<file path="src/rtl/shot_clock_pkg.sv">
// Shared types and defaults for the shot-clock push-button front end.
// Holds the control FSM state encoding, default timing constants and a width helper.
package shot_clock_pkg;

    typedef enum logic [1:0] {
        S_CLEAR = 2'd0,
        S_PAUSE = 2'd1,
        S_RUN   = 2'd2
    } state_t;

    localparam int DEF_DB_CYC   = 1_000_000;  // 20 ms at 50 MHz
    localparam int DEF_HOLD_CYC = 1000;

    // Counter width for a count that runs 0..n-1; never narrower than one bit.
    function automatic int cnt_width(input int n);
        return (n > 1) ? $clog2(n) : 1;
    endfunction

endpackage

</file>
<file path="src/rtl/key_debounce.sv">
// Synchronizes one raw active-low key, debounces it and emits a one-cycle
// registered pulse when the debounced level falls (press). Releases are silent.
module key_debounce
    import shot_clock_pkg::*;
#(
    parameter int DB_CYC = DEF_DB_CYC
) (
    input  logic clk,
    input  logic rst_n,
    input  logic key,
    output logic press
);

    localparam int              W       = cnt_width(DB_CYC);
    localparam logic [W-1:0]    CNT_MAX = W'(DB_CYC - 1);

    logic [1:0]   sync_q;
    logic         synced;
    logic [W-1:0] cnt_q;
    logic         level_q;
    logic         level_d1_q;
    logic         press_q;

    assign synced = sync_q[1];

    // NOTE: async active-low reset; every flop here is state, so all use <= to avoid
    // ordering races between the synchronizer stages and the counter.
    always_ff @(posedge clk or negedge rst_n) begin
        if (!rst_n) begin
            sync_q <= 2'b11;
        end else begin
            sync_q <= {sync_q[0], key};
        end
    end

    // The level only flips after DB_CYC consecutive disagreeing cycles.
    always_ff @(posedge clk or negedge rst_n) begin
        if (!rst_n) begin
            cnt_q   <= '0;
            level_q <= 1'b1;
        end else if (synced == level_q) begin
            cnt_q <= '0;
        end else if (cnt_q == CNT_MAX) begin
            cnt_q   <= '0;
            level_q <= ~level_q;
        end else begin
            cnt_q <= cnt_q + W'(1);
        end
    end

    always_ff @(posedge clk or negedge rst_n) begin
        if (!rst_n) begin
            level_d1_q <= 1'b1;
            press_q    <= 1'b0;
        end else begin
            level_d1_q <= level_q;
            press_q    <= level_d1_q & ~level_q;
        end
    end

    assign press = press_q;

endmodule

</file>
<file path="src/rtl/shot_clock_keys.sv">
// Referee key front end for the 24-second shot clock: debounced reset and run/pause
// keys drive a clear/pause/run FSM that controls the timer core's nRST/nPAUSE.
module shot_clock_keys
    import shot_clock_pkg::*;
#(
    parameter int DB_CYC   = DEF_DB_CYC,
    parameter int HOLD_CYC = DEF_HOLD_CYC
) (
    input  logic CLK_50,
    input  logic nCLR,
    input  logic KEY_RST,
    input  logic KEY_RUN,
    input  logic Alarm,
    output logic nTimerRST,
    output logic nTimerPAUSE,
    output logic RunLED
);

    localparam int           HW       = cnt_width(HOLD_CYC);
    localparam logic [HW-1:0] HOLD_MAX = HW'(HOLD_CYC - 1);

    logic          rst_press;
    logic          run_press;
    logic [1:0]    alarm_sync_q;
    logic          alarm_synced;
    state_t        state_q;
    state_t        state_d;
    logic [HW-1:0] hold_q;
    logic [HW-1:0] hold_d;

    key_debounce #(.DB_CYC(DB_CYC)) u_rst_key (
        .clk   (CLK_50),
        .rst_n (nCLR),
        .key   (KEY_RST),
        .press (rst_press)
    );

    key_debounce #(.DB_CYC(DB_CYC)) u_run_key (
        .clk   (CLK_50),
        .rst_n (nCLR),
        .key   (KEY_RUN),
        .press (run_press)
    );

    always_ff @(posedge CLK_50 or negedge nCLR) begin
        if (!nCLR) begin
            alarm_sync_q <= 2'b00;
        end else begin
            alarm_sync_q <= {alarm_sync_q[0], Alarm};
        end
    end

    assign alarm_synced = alarm_sync_q[1];

    always_ff @(posedge CLK_50 or negedge nCLR) begin
        if (!nCLR) begin
            state_q <= S_CLEAR;
            hold_q  <= '0;
        end else begin
            state_q <= state_d;
            hold_q  <= hold_d;
        end
    end

    // NOTE: every signal assigned below gets a default first, so no path leaves it
    // unassigned and no latch is inferred.
    always_comb begin
        state_d = state_q;
        hold_d  = hold_q;
        if (rst_press) begin
            // A reset press always restarts the full clear pulse, even mid-clear.
            state_d = S_CLEAR;
            hold_d  = '0;
        end else begin
            unique case (state_q)
                S_CLEAR: begin
                    if (hold_q == HOLD_MAX) begin
                        state_d = S_PAUSE;
                        hold_d  = '0;
                    end else begin
                        hold_d = hold_q + HW'(1);
                    end
                end
                S_PAUSE: begin
                    if (run_press && !alarm_synced) begin
                        state_d = S_RUN;
                    end
                end
                S_RUN: begin
                    if (alarm_synced || run_press) begin
                        state_d = S_PAUSE;
                    end
                end
                default: begin
                    state_d = S_CLEAR;
                    hold_d  = '0;
                end
            endcase
        end
    end

    // Outputs decode the state register only; no input reaches them combinationally.
    always_comb begin
        nTimerRST   = 1'b0;
        nTimerPAUSE = 1'b0;
        RunLED      = 1'b0;
        unique case (state_q)
            S_PAUSE: begin
                nTimerRST = 1'b1;
            end
            S_RUN: begin
                nTimerRST   = 1'b1;
                nTimerPAUSE = 1'b1;
                RunLED      = 1'b1;
            end
            default: begin
                nTimerRST   = 1'b0;
                nTimerPAUSE = 1'b0;
                RunLED      = 1'b0;
            end
        endcase
    end

endmodule
</file>
<file path="config.mk">
export PLATFORM = sky130hd
export DESIGN_NAME = shot_clock_keys
export DESIGN_NICKNAME = d
export VERILOG_FILES = /design/src/rtl/shot_clock_pkg.sv /design/src/rtl/key_debounce.sv /design/src/rtl/shot_clock_keys.sv
export SDC_FILE = /design/constraint.sdc
export NUM_CORES = 1
export LEC_CHECK = 0
export CORE_UTILIZATION = 41
export DETAILED_ROUTE_END_ITERATION = 16
export PLACE_DENSITY = 0.62
export SYNTH_ARGS = -nofsm -noshare
export SYNTH_HDL_FRONTEND = slang
export SYNTH_HIERARCHICAL = 1
export SYNTH_SLANG_ARGS = --single-unit
</file>
<file path="constraint.sdc">
create_clock -name CLK_50 -period 2.3 [get_ports CLK_50]
set_clock_uncertainty 0.05 [all_clocks]
set_input_delay 0.46 -clock CLK_50 [delete_from_list [all_inputs] [get_ports CLK_50]]
set_output_delay 0.46 -clock CLK_50 [all_outputs]
set_load 0.02 [all_outputs]
</file>
==> reports/metrics.csv <==
metric,value,unit
cp_slowest_cell,sky130_fd_sc_hd__clkdlybuf4s50_1,
post_syn_area,0.00314,mm2
cts.repair_timing.setup_buffer_count,0,
drt_pre_antenna_iters,4,
final_common_cell,sky130_fd_sc_hd__dfrtp_1,
clkPwrFrac,46.7,%
net-switching-power,0.000481,W
final_global_route_overflow_total,0,
worst_path_dominant_cell_family,buffers and inverters,
p_int,0.00180,W
globalplace.congestion,0.735,
chipWidth,89.5,um
nets,328,
tritoncts.num_buffers,9,
met2_wirelength,2.35,mm
grt_antenna_before_repair,0,
ys_dominant_reg_cell,sky130_fd_sc_hd__dfrtp_1,
vias_per_cell,5.00,
clk-insertion-delay-late,330,ps
numClockSinks,64,
grt_pass1_wl,9.60,mm
io_pins,8,
sequential_cell_area,0.00161,mm2
layout_common_cells,"56 x sky130_fd_sc_hd__dfrtp_1, 48 x sky130_fd_sc_hd__nor2_1, 25 x sky130_fd_sc_hd__xnor2_1",
hold_slack,85.1,ps
die_area,0.00801,mm2
worstPathRequired,1790,ps
layout_min_cycle_time,2190,ps
antenna_cells,0,
synth_edf_count,0,
maxCapViolCount,0,
achievable-frequency,0.457,GHz
wirelength_met1,2.71,mm
die-height,89.5,um
final_max_slew_viol_count,0,
area_growth,13.9,%
cp_max_fanout,4,
tcrit_tclk_final,95.2,%
port_buffers,7,
min-delay-path-class,input port to async pin,
dr_wl_met3,129,um
synth_nets,309,
drive_above_1_share,14.6,%
status,"finished, final reports clean",
startpoint_to_endpoint_class_of_the_critical_path,register to output pin,
timing.critical_path.depth,3,
hold_viol_final,0,
final_antenna_net_count,0,
reg2reg_from,u_run_key/cnt_q[0]$_DFF_PN0_,
ys_seq_elements,64,
ys_async_sr_fraction,100,%
total_power,0.00228,W
grt_max_degree,65,
area_of_combinational_cells_with_multiple_inputs,0.00147,mm2
starting_density_of_the_core,42.8,%
path_clk_slew,70,ps
slew_headroom,57.9,%
grt_setup_unrepaired,no,
global_route.usage.total,15.9,%
vdd.ir_drop.worst,0.000420,V
cp_cell_sequence,"inv_1, ha_1, clkdlybuf4s50_1",
power_frac_comb,2.8,%
critPathCaptureType,output pin,
synth-seq-area-share,51.3,%
root_buffer_selected_by_cts,sky130_fd_sc_hd__clkbuf_8,
timing.final.setup_violations,0,
reg2reg_depth,5,
postCtsHoldBufs,0,
detail_route.wl_per_cell,12.5,um
initialDrtViolationCount,88,
tritoncts,built,
arrival_worst_endpoint,1680,ps
crit_path_start,state_q[0]$_DFFE_PN0P_,
timing.setup.tns,0,ps
post_synth_num_cell_types,43,
top_layer,met4,
finalWirelength,5.24,mm
power.density,639,mW/mm2
core.rowCount,31,
buffers_inverters_on_critical_path,2,
vias,2098,
synthesis.yosys.warnings,6,
first_global_vias,2147,
critPathMaxStageDelay,620,ps
critical_path.startpoint_type,register,
worst-slew-pin-transition,625,ps
sequential_power_share,50.6,%
final.fill_count,674,
fp.coreArea,0.00733,mm2
clk_path_buf_depth,2,
cts-htree-levels,3,
synthesis.instances,297,
route.detailed.drc,0,
synthesis.area_per_instance,10.6,um2
cellLeakagePower,1.48,nW
place.detailed.hpwl,3.49,mm
sw_frac_of_total,21.1,%
sequential cells by signal (all words and copies together), names as in the netlist, 2 cells and up:
| register | count |
|---|---|
| u_rst_key/sync_q | 2 |
| alarm_sync_q | 2 |
| u_rst_key/cnt_q | 20 |
| u_run_key/sync_q | 2 |
| hold_q | 10 |
| u_run_key/cnt_q | 20 |
| state_q | 2 |
metrics by stage:
stage	cells	worst slack [ps]	util (%)	cell area [um2]
finish	420	110	48.8	3580
detailed placement	404	327	45.7	3350
CTS	420	82.6	48.7	3570
floorplan	297	563	-	3140
global placement	404	366	45.7	3350
global route	420	7.21	48.8	3580
cells by family after synthesis:
logic type | Yosys count | synth area share (%)
AND/OR/NAND/NOR | 144 | 26.1
flip-flops | 64 | 51.3
multiplexers | 7 | 2.31
buffers and inverters | 15 | 1.99
adder cells (fa/ha/maj) | 7 | 2.79
XOR/XNOR | 39 | 10.9
AO/OA/AOI/OAI | 21 | 4.54
path summary, 6_finish.rpt:
kind                                            endpoint  slack, ps
max reg2reg                u_run_key/cnt_q[18]$_DFF_PN0_        460
min                        u_run_key/cnt_q[16]$_DFF_PN0_         90
max in group asynchronous  u_rst_key/sync_q[1]$_DFF_PN1_       1800
max                                          nTimerPAUSE        110
min in group CLK_50            alarm_sync_q[1]$_DFF_PN0_        300
min reg2reg                    alarm_sync_q[1]$_DFF_PN0_        300
layer usage:
metal,up-vias,track usage [%]
met2,19,24.8
met5,-,0
met1,1008,20.7
li1,1066,-
met3,5,6.09
met4,0,4.76
Yosys cell counts, types with 4 or more instances:
master / n / area [um2]
sky130_fd_sc_hd__dfrtp_1: 56 / 1400
sky130_fd_sc_hd__nor2_1: 48 / 180
sky130_fd_sc_hd__xnor2_1: 25 / 219
sky130_fd_sc_hd__nand2_1: 16 / 60.1
sky130_fd_sc_hd__nand3_1: 15 / 75.1
sky130_fd_sc_hd__xor2_1: 14 / 123
sky130_fd_sc_hd__inv_1: 12 / 45.0
sky130_fd_sc_hd__nor3_1: 11 / 55.1
sky130_fd_sc_hd__dfstp_2: 8 / 210
sky130_fd_sc_hd__nand4_1: 8 / 50.1
sky130_fd_sc_hd__nor4_1: 8 / 50.1
sky130_fd_sc_hd__a21oi_1: 7 / 35.0
sky130_fd_sc_hd__ha_1: 7 / 87.6
sky130_fd_sc_hd__o21ai_0: 6 / 30.0
sky130_fd_sc_hd__and4_1: 5 / 43.8
sky130_fd_sc_hd__mux2i_1: 5 / 50.1
sky130_fd_sc_hd__or3_1: 5 / 31.3
sky130_fd_sc_hd__nor4b_1: 4 / 35.0
power by group through the flow:
stage / Sequential (W) / Combinational, W / Clock, W
6_report: 0.00115 / 0.0000633 / 0.00107
5_1_grt: 0.00116 / 0.0000749 / 0.00115
4_1_cts: 0.00115 / 0.0000664 / 0.00111
3_5_place_dp: 0.00118 / 0.0000662 / 0
3_3_place_gp: 0.00117 / 0.0000660 / 0
2_1_floorplan: 0.00117 / 0.0000249 / 0
layout make-up:
cell class / instances / share of cell area (%)
clock buffers: 11 / 3.95
clock inverters: 5 / 2.24
inverters: 12 / 1.26
multi-input cells: 218 / 41.0
flip-flops and latches: 64 / 45.1
well taps: 99 / 3.46
repair buffers: 11 / 3.04
what timing repair did:
action,in CTS,in global routing
gates resized for setup,1,1
pin swaps,0,0
setup endpoints to repair,1,1
(Power assumes the default switching activity.)
